--- src/rtl/line_writer_pkg.sv ---
// Shared types and sizing helpers for the line writer
// and the line FIFO consumer side.
package line_writer_pkg;

  typedef enum logic [1:0] {
    WAIT_VS = 2'd0,
    H_BLANK = 2'd1,
    IN_LINE = 2'd2
  } lw_state_e;

  function automatic int clog2(input int v);
    int r;
    r = 0;
    for (int i = 0; i < 31; i++) begin
      if ((1 << i) < v) r = i + 1;
    end
    return r;
  endfunction

  // Pointer width; a one-entry FIFO still needs one bit.
  function automatic int sel_width(input int bs);
    return (clog2(bs) < 1) ? 1 : clog2(bs);
  endfunction

endpackage

--- src/rtl/line_writer_if.sv ---
// Line-RAM write bus.
// master: drives strobe, RAM select, address, data.
interface line_writer_if #(
  parameter int DW = 16,
  parameter int AW = 11,
  parameter int SW = 2
);
  logic          ramWrEn;
  logic [SW-1:0] ramWrSel;
  logic [AW-1:0] ramAddrIn;
  logic [DW-1:0] ramWrData;

  modport master (
    output ramWrEn, ramWrSel,
    output ramAddrIn, ramWrData
  );

  modport slave (
    input ramWrEn, ramWrSel,
    input ramAddrIn, ramWrData
  );
endinterface

--- src/rtl/line_writer_fifo_ptr.sv ---
// Line FIFO bookkeeping: write/read pointers and count.
// Ports: commit (+1 line), rel1/rel2 (release 1/2 lines).
module line_fifo_ptr
  import line_writer_pkg::*;
#(
  parameter int BUFFER_SIZE = 4,
  localparam int SW = sel_width(BUFFER_SIZE),
  localparam int CW = SW + 1
) (
  input  logic          clk,
  input  logic          rst,
  input  logic          commit,
  input  logic          rel1,
  input  logic          rel2,
  output logic [SW-1:0] wr_ptr,
  output logic [SW-1:0] rd_ptr,
  output logic [CW-1:0] count
);

  localparam logic [CW:0] BS_W =
    (CW+1)'(BUFFER_SIZE);

  logic [SW-1:0] wr_ptr_q, wr_ptr_d;
  logic [SW-1:0] rd_ptr_q, rd_ptr_d;
  logic [CW-1:0] cnt_q, cnt_d;
  logic [CW-1:0] req, rel;
  logic [CW:0]   wr_sum, rd_sum;

  always_comb begin
    req = rel2 ? CW'(2) :
          rel1 ? CW'(1) : '0;
    // Release never takes more than is held.
    rel = (req > cnt_q) ? cnt_q : req;
    cnt_d = cnt_q + CW'(commit) - rel;
    wr_sum = (CW+1)'(wr_ptr_q) + (CW+1)'(commit);
    rd_sum = (CW+1)'(rd_ptr_q) + (CW+1)'(rel);
    wr_ptr_d = (wr_sum >= BS_W) ?
      SW'(wr_sum - BS_W) : SW'(wr_sum);
    rd_ptr_d = (rd_sum >= BS_W) ?
      SW'(rd_sum - BS_W) : SW'(rd_sum);
  end

  always_ff @(posedge clk) begin
    if (rst) begin
      wr_ptr_q <= '0;
      rd_ptr_q <= '0;
      cnt_q    <= '0;
    end else begin
      wr_ptr_q <= wr_ptr_d;
      rd_ptr_q <= rd_ptr_d;
      cnt_q    <= cnt_d;
    end
  end

  assign wr_ptr = wr_ptr_q;
  assign rd_ptr = rd_ptr_q;
  assign count  = cnt_q;

endmodule

--- src/rtl/line_writer.sv ---
// Crops a video stream to a window and writes kept lines
// into a ring of line RAMs. In: HS/VS/dInEn/dIn, window,
// jmp1/jmp2. Out: ram bus, rdSel, fifoNum, overflow.
module line_writer
  import line_writer_pkg::*;
#(
  parameter int DATA_WIDTH      = 16,
  parameter int ADDRESS_WIDTH   = 11,
  parameter int BUFFER_SIZE     = 4,
  parameter int INPUT_RES_WIDTH = 11,
  localparam int BUFFER_SIZE_WIDTH =
    sel_width(BUFFER_SIZE),
  localparam int COUNT_WIDTH = BUFFER_SIZE_WIDTH + 1
) (
  input  logic                       clk,
  input  logic                       rst,
  input  logic                       HS,
  input  logic                       VS,
  input  logic                       dInEn,
  input  logic [DATA_WIDTH-1:0]      dIn,
  input  logic [INPUT_RES_WIDTH-1:0] xBgn,
  input  logic [INPUT_RES_WIDTH-1:0] xEnd,
  input  logic [INPUT_RES_WIDTH-1:0] yBgn,
  input  logic [INPUT_RES_WIDTH-1:0] yEnd,
  input  logic                       jmp1,
  input  logic                       jmp2,
  line_writer_if.master              ram,
  output logic [BUFFER_SIZE_WIDTH-1:0] rdSel,
  output logic [COUNT_WIDTH-1:0]     fifoNum,
  output logic                       overflow
);

  localparam int IRW = INPUT_RES_WIDTH;
  localparam int AW  = ADDRESS_WIDTH;
  localparam logic [COUNT_WIDTH-1:0] FULL =
    COUNT_WIDTH'(BUFFER_SIZE);

  lw_state_e state_q, state_d;
  logic hs_q, vs_q;
  logic [IRW-1:0] x_q, x_d, y_q, y_d;
  logic seen_q, seen_d;
  logic blk_q, blk_d;
  logic kept_q, kept_d;
  logic we_q, we_d;
  logic [AW-1:0] addr_q, addr_d;
  logic [DATA_WIDTH-1:0] data_q, data_d;
  logic ovf_q, ovf_d;

  logic hs_edge, vs_edge, pix, in_win;
  logic blk_now, keep, commit;
  logic [IRW-1:0] x_off;
  logic [BUFFER_SIZE_WIDTH-1:0] wr_ptr, rd_ptr;
  logic [COUNT_WIDTH-1:0] cnt;

  line_fifo_ptr #(
    .BUFFER_SIZE(BUFFER_SIZE)
  ) u_ptr (
    .clk   (clk),
    .rst   (rst),
    .commit(commit),
    .rel1  (jmp1),
    .rel2  (jmp2),
    .wr_ptr(wr_ptr),
    .rd_ptr(rd_ptr),
    .count (cnt)
  );

  always_comb begin
    hs_edge = HS & ~hs_q;
    vs_edge = VS & ~vs_q;
    in_win = (x_q >= xBgn) && (x_q <= xEnd) &&
             (y_q >= yBgn) && (y_q <= yEnd);
    pix = dInEn && (state_q != WAIT_VS) && !vs_edge;
    // Block decision is frozen at the first in-window
    // pixel so a line is never half written.
    blk_now = seen_q ? blk_q : (cnt == FULL);
    keep = pix && in_win && !blk_now;
    x_off = x_q - xBgn;

    state_d = state_q;
    x_d     = x_q;
    y_d     = y_q;
    seen_d  = seen_q;
    blk_d   = blk_q;
    kept_d  = kept_q;
    we_d    = 1'b0;
    addr_d  = addr_q;
    data_d  = data_q;
    ovf_d   = 1'b0;
    commit  = 1'b0;

    if (vs_edge) begin
      state_d = H_BLANK;
      x_d     = '0;
      y_d     = '0;
      seen_d  = 1'b0;
      blk_d   = 1'b0;
      kept_d  = 1'b0;
    end else begin
      if (pix) begin
        x_d = x_q + IRW'(1);
        if (state_q == H_BLANK) state_d = IN_LINE;
        if (in_win && !seen_q) begin
          seen_d = 1'b1;
          blk_d  = blk_now;
        end
        if (keep) begin
          we_d   = 1'b1;
          addr_d = AW'(x_off);
          data_d = dIn;
          kept_d = 1'b1;
        end
      end
      if (hs_edge) begin
        commit = kept_q;
        ovf_d  = seen_q & blk_q;
        x_d    = '0;
        y_d    = (&y_q) ? y_q : y_q + IRW'(1);
        seen_d = 1'b0;
        blk_d  = 1'b0;
        kept_d = 1'b0;
        if (state_q == IN_LINE) state_d = H_BLANK;
      end
    end
  end

  always_ff @(posedge clk) begin
    if (rst) begin
      state_q <= WAIT_VS;
      hs_q    <= 1'b0;
      vs_q    <= 1'b0;
      x_q     <= '0;
      y_q     <= '0;
      seen_q  <= 1'b0;
      blk_q   <= 1'b0;
      kept_q  <= 1'b0;
      we_q    <= 1'b0;
      addr_q  <= '0;
      data_q  <= '0;
      ovf_q   <= 1'b0;
    end else begin
      state_q <= state_d;
      hs_q    <= HS;
      vs_q    <= VS;
      x_q     <= x_d;
      y_q     <= y_d;
      seen_q  <= seen_d;
      blk_q   <= blk_d;
      kept_q  <= kept_d;
      we_q    <= we_d;
      addr_q  <= addr_d;
      data_q  <= data_d;
      ovf_q   <= ovf_d;
    end
  end

  assign ram.ramWrEn   = we_q;
  assign ram.ramWrSel  = wr_ptr;
  assign ram.ramAddrIn = addr_q;
  assign ram.ramWrData = data_q;
  assign rdSel    = rd_ptr;
  assign fifoNum  = cnt;
  assign overflow = ovf_q;

endmodule
--- src/flat_wrapper.sv ---
// flat-port wrapper written by rule: the top's interface ports become plain ports
module line_writer_flat import line_writer_pkg::*;
#(
  parameter int DATA_WIDTH      = 16,
  parameter int ADDRESS_WIDTH   = 11,
  parameter int BUFFER_SIZE     = 4,
  parameter int INPUT_RES_WIDTH = 11,
  localparam int BUFFER_SIZE_WIDTH =
    sel_width(BUFFER_SIZE),
  localparam int COUNT_WIDTH = BUFFER_SIZE_WIDTH + 1
)
  (clk, rst, HS, VS, dInEn, dIn, xBgn, xEnd, yBgn, yEnd, jmp1, jmp2, rdSel, fifoNum, overflow, ram_ramWrEn, ram_ramWrSel, ram_ramAddrIn, ram_ramWrData);
  line_writer_if ram_i ();
  input  logic clk;
  input  logic rst;
  input  logic HS;
  input  logic VS;
  input  logic dInEn;
  input  logic [DATA_WIDTH-1:0] dIn;
  input  logic [INPUT_RES_WIDTH-1:0] xBgn;
  input  logic [INPUT_RES_WIDTH-1:0] xEnd;
  input  logic [INPUT_RES_WIDTH-1:0] yBgn;
  input  logic [INPUT_RES_WIDTH-1:0] yEnd;
  input  logic jmp1;
  input  logic jmp2;
  output logic [BUFFER_SIZE_WIDTH-1:0] rdSel;
  output logic [COUNT_WIDTH-1:0] fifoNum;
  output logic overflow;
  output wire logic [$bits(ram_i.ramWrEn)-1:0] ram_ramWrEn;
  output wire logic [$bits(ram_i.ramWrSel)-1:0] ram_ramWrSel;
  output wire logic [$bits(ram_i.ramAddrIn)-1:0] ram_ramAddrIn;
  output wire logic [$bits(ram_i.ramWrData)-1:0] ram_ramWrData;
  assign ram_ramWrEn = ram_i.ramWrEn;
  assign ram_ramWrSel = ram_i.ramWrSel;
  assign ram_ramAddrIn = ram_i.ramAddrIn;
  assign ram_ramWrData = ram_i.ramWrData;
  line_writer #(.DATA_WIDTH(DATA_WIDTH), .ADDRESS_WIDTH(ADDRESS_WIDTH), .BUFFER_SIZE(BUFFER_SIZE), .INPUT_RES_WIDTH(INPUT_RES_WIDTH)) u_core (.clk(clk), .rst(rst), .HS(HS), .VS(VS), .dInEn(dInEn), .dIn(dIn), .xBgn(xBgn), .xEnd(xEnd), .yBgn(yBgn), .yEnd(yEnd), .jmp1(jmp1), .jmp2(jmp2), .ram(ram_i), .rdSel(rdSel), .fifoNum(fifoNum), .overflow(overflow));
endmodule
--- config.mk ---
export PLATFORM = sky130hd
export DESIGN_NAME = line_writer_flat
export DESIGN_NICKNAME = d
export VERILOG_FILES = /design/src/rtl/line_writer_pkg.sv /design/src/rtl/line_writer_if.sv /design/src/rtl/line_writer_fifo_ptr.sv /design/src/rtl/line_writer.sv /design/src/flat_wrapper.sv
export SDC_FILE = /design/constraint.sdc
export NUM_CORES = 1
export LEC_CHECK = 0
export CELL_PAD_IN_SITES_DETAIL_PLACEMENT = 1
export CELL_PAD_IN_SITES_GLOBAL_PLACEMENT = 1
export CORE_MARGIN = 2
export CORE_UTILIZATION = 39
export CTS_CLUSTER_SIZE = 40
export DETAILED_ROUTE_END_ITERATION = 6
export PLACE_DENSITY_LB_ADDON = 0.1
export SLEW_MARGIN = 20
export SYNTH_ARGS = -nofsm -noshare
export SYNTH_HDL_FRONTEND = slang
export SYNTH_SLANG_ARGS = --single-unit
--- constraint.sdc ---
create_clock -name clk -period 6.7 [get_ports clk]
set_input_delay 0.67 -clock clk [delete_from_list [all_inputs] [get_ports clk]]
set_output_delay 0.67 -clock clk [all_outputs]
set_load 0.005 [all_outputs]
# Word-level counts from Yosys, hierarchy flattened
# Cells that the tools add are included.
# totals
ff_bits	65
latchBits	0
ramBits	0
mem_bits_ro	0
inputBits	67
output_inout_bits	36
n_memories	0
# classes
add_sub_neg	9
n_mul	0
div	0
n_lt_le_gt_ge	7
eq_ne	3
shifts	0
mux	14
bitwise	9
reduce_logical	21
# ops
operator	n
$add A11 B1 Y11 const B	2
$ge A11 B11 Y1	2
$le A11 B11 Y1	2
$mux W2	6
$reduce_and A11 Y1	1
$sub A11 B11 Y11	1
$reduce_or A3 Y1	3
$logic_and A1 B1 Y1	8
$mux W1	6
$mux W3	2
$not A1 Y1	6
$reduce_and A2 Y1	3
$add A2 B3 Y4	1
$ge A4 B3 Y1 const B	1
$sub A2 B1 Y2 const B	2
$add A2 B1 Y3	1
$add A3 B1 Y3	1
$and A1 B1 Y1	3
$eq A3 B3 Y1 const B	1
$ge A3 B3 Y1 const B	1
$gt A3 B3 Y1	1
$logic_not A1 Y1	3
$reduce_and A3 Y1	1
$sub A3 B3 Y3	1
other kinds (4)	4

# Depth between registers and ports, before layout
# Gate-level depths: netlist of run 1.
# depth
ltp_word	8
mapped_depth	13
depth_no_buf	13

# By module
# A second synthesis of run 1 with hierarchy kept.
# hier_totals
cells_unflattened	502
hier_area_um2	4250.3
# by_module_without_submodules
module	n_inst	cells_each	area_each_um2	seq_area_each_um2
line_writer	1	458	3788.6	1161.1
line_fifo_ptr	1	44	461.7	140.1

# Worst setup path before layout of run 1
# Ideal clock, no wire load.
# synth_path
path_type	input-to-reg
startpoint	input jmp2
endpoint	register u_core.u_ptr.cnt_q[2] (netlist: u_core.u_ptr.count[2])
setup_ps	128
arrival_ps	2770
required_time_ps	6572
path_slack_ps	3802
stages	12
path_buffers	0
cell_sequence	ha_1 > nor2b_1 > o21ai_0 > mux2i_1 > ha_1 > inv_1 > ha_1 > inv_1 > fa_1 > xor2_1 > xnor2_1 > nor2_1
# synth_between
elab_chain_cells	4
# synth_lines
item	line	rtl
from (decl)	flat_wrapper.sv:25	input logic jmp2;
$mux W3 (*)	line_writer_fifo_ptr.sv:30	req = rel2 ? CW'(2) :
$gt A3 B3 Y1	line_writer_fifo_ptr.sv:33	rel = (req > cnt_q) ? cnt_q : req;
$mux W3 (*)	line_writer_fifo_ptr.sv:33	
$sub A3 B3 Y3 (*)	line_writer_fifo_ptr.sv:34	cnt_d = cnt_q + CW'(commit) - rel;
to (signal assigned)	line_writer_fifo_ptr.sv:51	cnt_q <= cnt_d;
to (decl)	line_writer_fifo_ptr.sv:25	logic [CW-1:0] cnt_q, cnt_d;
# Every way passes the cells marked *; elsewhere a longest branch is shown, timed or not.
# A chain may end at the register's enable or synchronous reset.

# Worst setup path in the final report of run 1
# layout_path
startpoint	input xEnd[10]
endpoint	register u_core.addr_q[7] (netlist: u_core.ram.ramAddrIn[7])
# layout_between
elab_chain_cells	7
# layout_lines
item	line	rtl
from (decl)	flat_wrapper.sv:21	input logic [INPUT_RES_WIDTH-1:0] xEnd;
$le A11 B11 Y1	line_writer.sv:71	in_win = (x_q >= xBgn) && (x_q <= xEnd) &&
$logic_and A1 B1 Y1 (2 in series)	line_writer.sv:71	
$logic_and A1 B1 Y1	line_writer.sv:72	(y_q >= yBgn) && (y_q <= yEnd);
$logic_and A1 B1 Y1 (2 in series)	line_writer.sv:77	keep = pix && in_win && !blk_now;
$reduce_and A3 Y1 (no line)	-	
to (signal assigned)	line_writer.sv:151	addr_q <= addr_d;
to (decl)	line_writer.sv:45	logic [AW-1:0] addr_q, addr_d;
# No other way between the ends.

==> results.sh, run 1 <==
export IMPL_drc=0
export IMPL_start_kind="input port"
export IMPL_drtIter0Drc=182
export IMPL_hp_class="register to register"
export IMPL_rows=36
export IMPL_yosysUniqueCellTypes=45
export IMPL_synthXorXnorAreaFrac_pct=6.581
export IMPL_wl_um=11520
export IMPL_p_total_mw=0.9215
export IMPL_finalHoldViolCount=0
export IMPL_die_h_um=105.2
export IMPL_cts_buffers=9
export IMPL_area_growth_pct=33.00
export IMPL_clockBufferDepth=2
export IMPL_core_area_um2=9864
export IMPL_final_nets=698
export IMPL_hold_depth=2
export IMPL_cts_tree="yes"
export IMPL_ys_top_cells_by_area="dfxtp_1, ha_1, a21oi_1"
export IMPL_final_setup_skew_ns=0.01499
export IMPL_ctsHoldBuffers=0
export IMPL_drv_slew=0
export IMPL_total_leakage_power_nw=2.272
export IMPL_vias=3818
export IMPL_grt_pass1_vias=4072
export IMPL_postSynthCellCount=478
export IMPL_status="finished, final reports clean"
export IMPL_tns_ns=0
export IMPL_hpwl_um=9028
export IMPL_start_util_pct=40.47
export IMPL_avgSynthCellArea_um2=8.353
export IMPL_die_area_um2=11060
export IMPL_mostFrequentLayoutCells="clkdlybuf4s50_1, dfxtp_1, inv_1, ha_1, a21oi_1"
export IMPL_synth_top_area_share_pct=32.59
export IMPL_synth_fp_nets=600
export IMPL_setup_viol=0
export IMPL_max_freq_mhz=278.7
export IMPL_cts_htree_levels=3
export IMPL_synthAdderAreaFrac_pct=17.61
export IMPL_portBuffers=102
export IMPL_critical_path_class="input port to register"
export IMPL_asyncSetResetFlopFracSynth_pct=0
export IMPL_routed_via_density=5.347
export IMPL_yosysTopAreaCell="dfxtp_1"
export IMPL_ys_warnings_count=0
export IMPL_drv_cap=0
export IMPL_first_pass_iters=4
export IMPL_synthSimpleGateAreaFrac_pct=15.95
export IMPL_layout_min_cycle_time_ns=3.588
export IMPL_cp_end_kind="register"
export IMPL_maxSlewHeadroom_pct=30.31
export IMPL_dp_slack_ns=2.694
export IMPL_die_width_um=105.2
export IMPL_numClockSinks=65
export IMPL_n_antenna_cell=0
export IMPL_post_cts_setup_buffer_count=0
export IMPL_synth_edf_count=0
export IMPL_layout_commonest_cell="clkdlybuf4s50_1"
export IMPL_post_cts_resized=0
export IMPL_worst_pin_slew_ns=1.045
export IMPL_num_io_pins=103
export IMPL_crit_arrival_ns=3.83
export IMPL_rr_worst_depth=7
export IMPL_syn_area_um2=3993
export IMPL_grt_max_degree=39
export IMPL_gp_congestion=0.8448
export IMPL_grt_antenna_before_repair=0
export IMPL_synth_top_family_by_area="compound AO/OA/AOI/OAI gates"
export IMPL_path_max_fanout=31
export IMPL_grt_pass1_wl_um=19400
export IMPL_grt_usage_pct=21.51
export IMPL_drive_gt1_share_pct=4.131
export IMPL_dp_cells=698
export IMPL_routedWlPerCell_um=16.13
export IMPL_peakVddDrop_v=0.00008290
export IMPL_final_setup_worst_slack_ns=3.112
export IMPL_clk_insertion_delay_late_ns=0.35
export IMPL_cts_clk_slew_worst_paths_ns=0.08
export IMPL_ant_nets=0
export IMPL_synth_ff_type="dfxtp_1"
export IMPL_period_share_pct=53.56
export IMPL_muxShareOfSynthArea_pct=0.7521
export IMPL_synth_compound_area_share_pct=19.55
export IMPL_cts_root_buf="clkbuf_8"
export IMPL_power_density_nw_per_um2=173.5
export IMPL_required_ns=6.94
export IMPL_synth_seq_cells=65
export IMPL_gr_total_overflow=0
export IMPL_yosysSeqAreaShare_pct=32.59
export IMPL_rsz0062_at_grt="false"
export IMPL_fin_cells=714
-- final cells by class --
| type | instances | area (µm²) |
|---|---|---|
| clock buffer | 10 | 127.6 |
| clock inverter | 6 | 43.79 |
| fill | 1184 | 4554 |
| inverter | 55 | 206.4 |
| multi-input combinational | 340 | 2421 |
| sequential | 65 | 1301 |
| tap | 133 | 166.4 |
| timing repair buffer | 105 | 1044 |
-- cell usage after synthesis (2+ instances only) --
master / n
mux2i_1: 3
o21ai_0: 31
inv_1: 55
o211ai_1: 4
nand3_1: 36
xnor2_1: 15
nand3b_1: 3
nor2_1: 39
o21a_1: 3
buf_2: 3
a211oi_1: 4
a31o_2: 2
clkbuf_1: 15
ha_1: 53
dfxtp_1: 65
o2111ai_1: 2
fa_1: 2
xor2_1: 15
nand2_1: 10
a21o_1: 6
nand2b_1: 3
a21oi_1: 50
and3_1: 4
nor3_1: 4
and4_1: 4
o211a_1: 2
nor2b_1: 8
a41o_1: 2
a311oi_1: 5
or3_1: 3
nand4_1: 12
a31oi_1: 2
-- final timing paths --
check | to | slack [ns] | start
worst max register to register | u_core.ram.ramAddrIn[7] | 3.51 | u_core.x_q[2]
worst max-delay path | u_core.ram.ramAddrIn[7] | 3.11 | xEnd[10]
worst min register to register | u_core.ram.ramWrData[9] | 0.48 | u_core.ram.ramWrData[9]
worst min-delay path | u_core.ram.ramWrData[9] | 0.48 | u_core.ram.ramWrData[9]
-- cell families (layout without fill, tap and decap cells) --
| logic type | after synthesis | after routing |
|---|---|---|
| and+or+nand+nor | 127 | 127 |
| AOI/OAI and AO/OA | 125 | 125 |
| buffers and inverters | 73 | 176 |
| DFF | 65 | 65 |
| adders and majority gates | 55 | 55 |
| xor gates and xnor gates | 30 | 30 |
| muxes | 3 | 3 |
-- flip-flops by register name, indices dropped and copies added (netlist names) --
name / count
u_core.u_ptr.count: 3
u_core.hs_q: 1
u_core.state_q: 2
u_core.u_ptr.rd_ptr: 2
u_core.ram.ramWrEn: 1
u_core.y_q: 11
u_core.seen_q: 1
u_core.blk_q: 1
u_core.vs_q: 1
u_core.ram.ramWrData: 16
u_core.kept_q: 1
u_core.x_q: 11
u_core.ram.ramAddrIn: 11
u_core.u_ptr.wr_ptr: 2
u_core.overflow: 1
-- worst max-delay path: stages --
cell and delay (ns):
clkdlybuf4s50_1 0.45, inv_1 0.04, ha_1 0.32, a21oi_1 0.21, o21ai_0 0.13, o311ai_1 0.49
o2111a_1 0.97, nand2_1 0.17, o41ai_1 0.37
-- power breakdown --
group / internal (mW) / total [mW] / switching, mW
clock network: 0.135 / 0.298 / 0.162
logic: 0.117 / 0.209 / 0.0920
registers: 0.402 / 0.414 / 0.0129
total: 0.654 / 0.922 / 0.267
-- stage by stage --
stage                     cell area, µm²  hold slack [ns]  utilization (%)
after floorplan                     3993           0.4364                -
after global placement              5139           0.4562            52.09
after detailed placement            5139           0.4748            52.09
after CTS                           5310           0.4898            53.83
after global routing                5310           0.5176            53.83
final                               5310           0.4823            53.83
-- routing by layer --
metal  GRT usage (%)  vias up  part of all wire (%)  wire [µm]
li1                -     1888                     -          -
met1           25.95     1839                    44       5092
met2           38.34       74                    51       5861
met3           5.240       17                   3.6        409
met4           4.857        0                   1.3        154
met5               0        -                     0          0
(Power assumes the default switching activity.)
==> run 2, diff against run 1 <==
--- a/config.mk
+++ b/config.mk
@@ -8,7 +8,7 @@
 export CELL_PAD_IN_SITES_DETAIL_PLACEMENT = 1
 export CELL_PAD_IN_SITES_GLOBAL_PLACEMENT = 1
 export CORE_MARGIN = 2
-export CORE_UTILIZATION = 39
+export CORE_UTILIZATION = 36
 export CTS_CLUSTER_SIZE = 40
 export DETAILED_ROUTE_END_ITERATION = 6
 export PLACE_DENSITY_LB_ADDON = 0.1
==> constraint.sdc (replaced) <==
create_clock -name clk -period 3.35 [get_ports clk]
set_input_delay 0.335 -clock clk [delete_from_list [all_inputs] [get_ports clk]]
set_output_delay 0.335 -clock clk [all_outputs]
set_load 0.005 [all_outputs]
==> results.sh, run 2 (synthesis results as in run 1) <==
export IMPL_ctsHoldBuffers=0
export IMPL_fillers=1294
export IMPL_grt_usage_pct=19.72
export IMPL_tns_ns=0
export IMPL_grt_pass1_vias=3837
export IMPL_gp_congestion=0.7919
export IMPL_drive_gt1_share_pct=4.778
export IMPL_routed_via_density=5.158
export IMPL_grt_pass1_wl_um=18550
export IMPL_total_leakage_power_nw=2.310
export IMPL_crit_arrival_ns=3.16
export IMPL_hp_class="register to register"
export IMPL_stdcell_area_um2=5394
export IMPL_drtIter0Drc=165
export IMPL_core_area_um2=10840
export IMPL_grt_max_degree=39
export IMPL_required_ns=3.58
export IMPL_hpwl_um=8884
export IMPL_portBuffers=102
export IMPL_clock_power_share_pct=35.5
export IMPL_cts_root_buf="clkbuf_8"
export IMPL_worst_pin_slew_ns=0.6291
export IMPL_layout_commonest_cell="clkdlybuf4s50_1"
export IMPL_rows=38
export IMPL_status="finished, final reports clean"
export IMPL_power_density_nw_per_um2=360.7
export IMPL_final_nets=703
export IMPL_grt_antenna_before_repair=0
export IMPL_rsz0062_at_grt="false"
export IMPL_critical_path_class="register to register"
export IMPL_setup_viol=0
export IMPL_p_comb_share_pct=21.9
export IMPL_wl_um=11300
export IMPL_die_area_um2=11950
export IMPL_start_util_pct=36.83
export IMPL_routedWlPerCell_um=15.56
export IMPL_drv_slew=0
export IMPL_n_antenna_cell=0
export IMPL_numClockSinks=65
export IMPL_p_seq_share_pct=42.7
export IMPL_switchingPower_mw=0.5402
export IMPL_postPlaceCellArea_um2=5197
export IMPL_peakVddDrop_v=0.0002177
export IMPL_first_pass_iters=4
export IMPL_post_cts_resized=0
export IMPL_largest_register_ffs=16
export IMPL_max_freq_mhz=341.3
export IMPL_clockBufferDepth=2
export IMPL_layout_min_cycle_time_ns=2.930
export IMPL_cts_clk_slew_worst_paths_ns=0.07
export IMPL_ant_nets=0
export IMPL_period_share_pct=87.46
export IMPL_die_h_um=109.3
export IMPL_start_kind="register"
export IMPL_gr_total_overflow=0
export IMPL_num_io_pins=103
export IMPL_die_width_um=109.3
export IMPL_vias=3745
export IMPL_clk_insertion_delay_late_ns=0.35
export IMPL_mostFrequentLayoutCells="clkdlybuf4s50_1, dfxtp_1, inv_1, ha_1, a21oi_1"
export IMPL_path_max_fanout=3
export IMPL_drv_cap=0
export IMPL_maxSlewHeadroom_pct=57.94
export IMPL_cp_end_kind="register"
export IMPL_cts_buffers=9
export IMPL_final_setup_skew_ns=0.01457
export IMPL_post_cts_setup_buffer_count=0
export IMPL_cts_htree_levels=3
export IMPL_finalHoldViolCount=0
export IMPL_area_growth_pct=35.10
export IMPL_cts_tree="yes"
export IMPL_swShare_pct=27.77
export IMPL_drc=0
export IMPL_rrSetupSlack_ns=0.42
export IMPL_p_int_mw=1.405
run 2: cell types whose count changed in the layout (fill, tap and decap cells not counted):
cell	before	now
bufinv_16	0	1
clkinv_2	2	1
clkbuf_1	1	2
buf_12	0	1
clkbuf_8	9	10
buf_4	3	7
clkinv_4	2	0
run 2: cell type report:
cell class | count | area [µm²] | area share (%)
multi-input combinational | 340 | 2421 | 44.89
sequential | 65 | 1301 | 24.12
timing repair buffer | 110 | 1094 | 20.27
inverter | 55 | 206.4 | 3.827
tap | 140 | 175.2 | 3.248
clock buffer | 12 | 145.1 | 2.691
clock inverter | 4 | 51.30 | 0.9511
run 2: path summary, 6_finish.rpt:
kind                            from                 endpoint  depth (start not counted)
max            u_core.u_ptr.count[1]    u_core.u_ptr.count[2]                         13
min          u_core.ram.ramAddrIn[4]  u_core.ram.ramAddrIn[4]                          2
max reg2reg    u_core.u_ptr.count[1]    u_core.u_ptr.count[2]                         13
min reg2reg  u_core.ram.ramAddrIn[4]  u_core.ram.ramAddrIn[4]                          2
run 2: per-layer routing:
metal	part of all wire, %	GRT usage (%)
met1	45	24.15
met2	50	35.00
met4	1.3	4.792
met3	3.7	4.505
met5	0	0
run 2: power by group through the flow:
stage / clock (mW) / sequential (mW) / combinational (mW)
finish: 0.690 / 0.830 / 0.425
global route: 0.748 / 0.835 / 0.482
CTS: 0.713 / 0.831 / 0.434
detailed placement: 0 / 0.849 / 0.430
global placement: 0 / 0.847 / 0.409
floorplan: 0 / 0.845 / 0.235
run 2: per-stage QoR:
stage | total power, mW | hold WS, ns | std cells | setup WS (ns) | utilization (%)
CTS | 1.978 | 0.4748 | 726 | 0.3833 | 49.76
global placement | 1.256 | 0.4551 | 710 | 0.2338 | 47.95
global route | 2.065 | 0.4868 | 726 | 0.1848 | 49.76
detailed placement | 1.279 | 0.4652 | 710 | 0.03960 | 47.95
finish | 1.945 | 0.4793 | 726 | 0.4201 | 49.76
floorplan | 1.080 | 0.4364 | 478 | 0.7143 | -
run 2: critical path, cell delays in order, from the launching register on:
cell,delay [ns]
dfxtp_1,0.38
inv_1,0.09
ha_1,0.29
nor2b_1,0.14
o21ai_0,0.33
mux2i_1,0.32
ha_1,0.27
inv_1,0.05
ha_1,0.13
inv_1,0.05
fa_1,0.37
xor2_1,0.19
xnor2_1,0.15
nor2_1,0.05
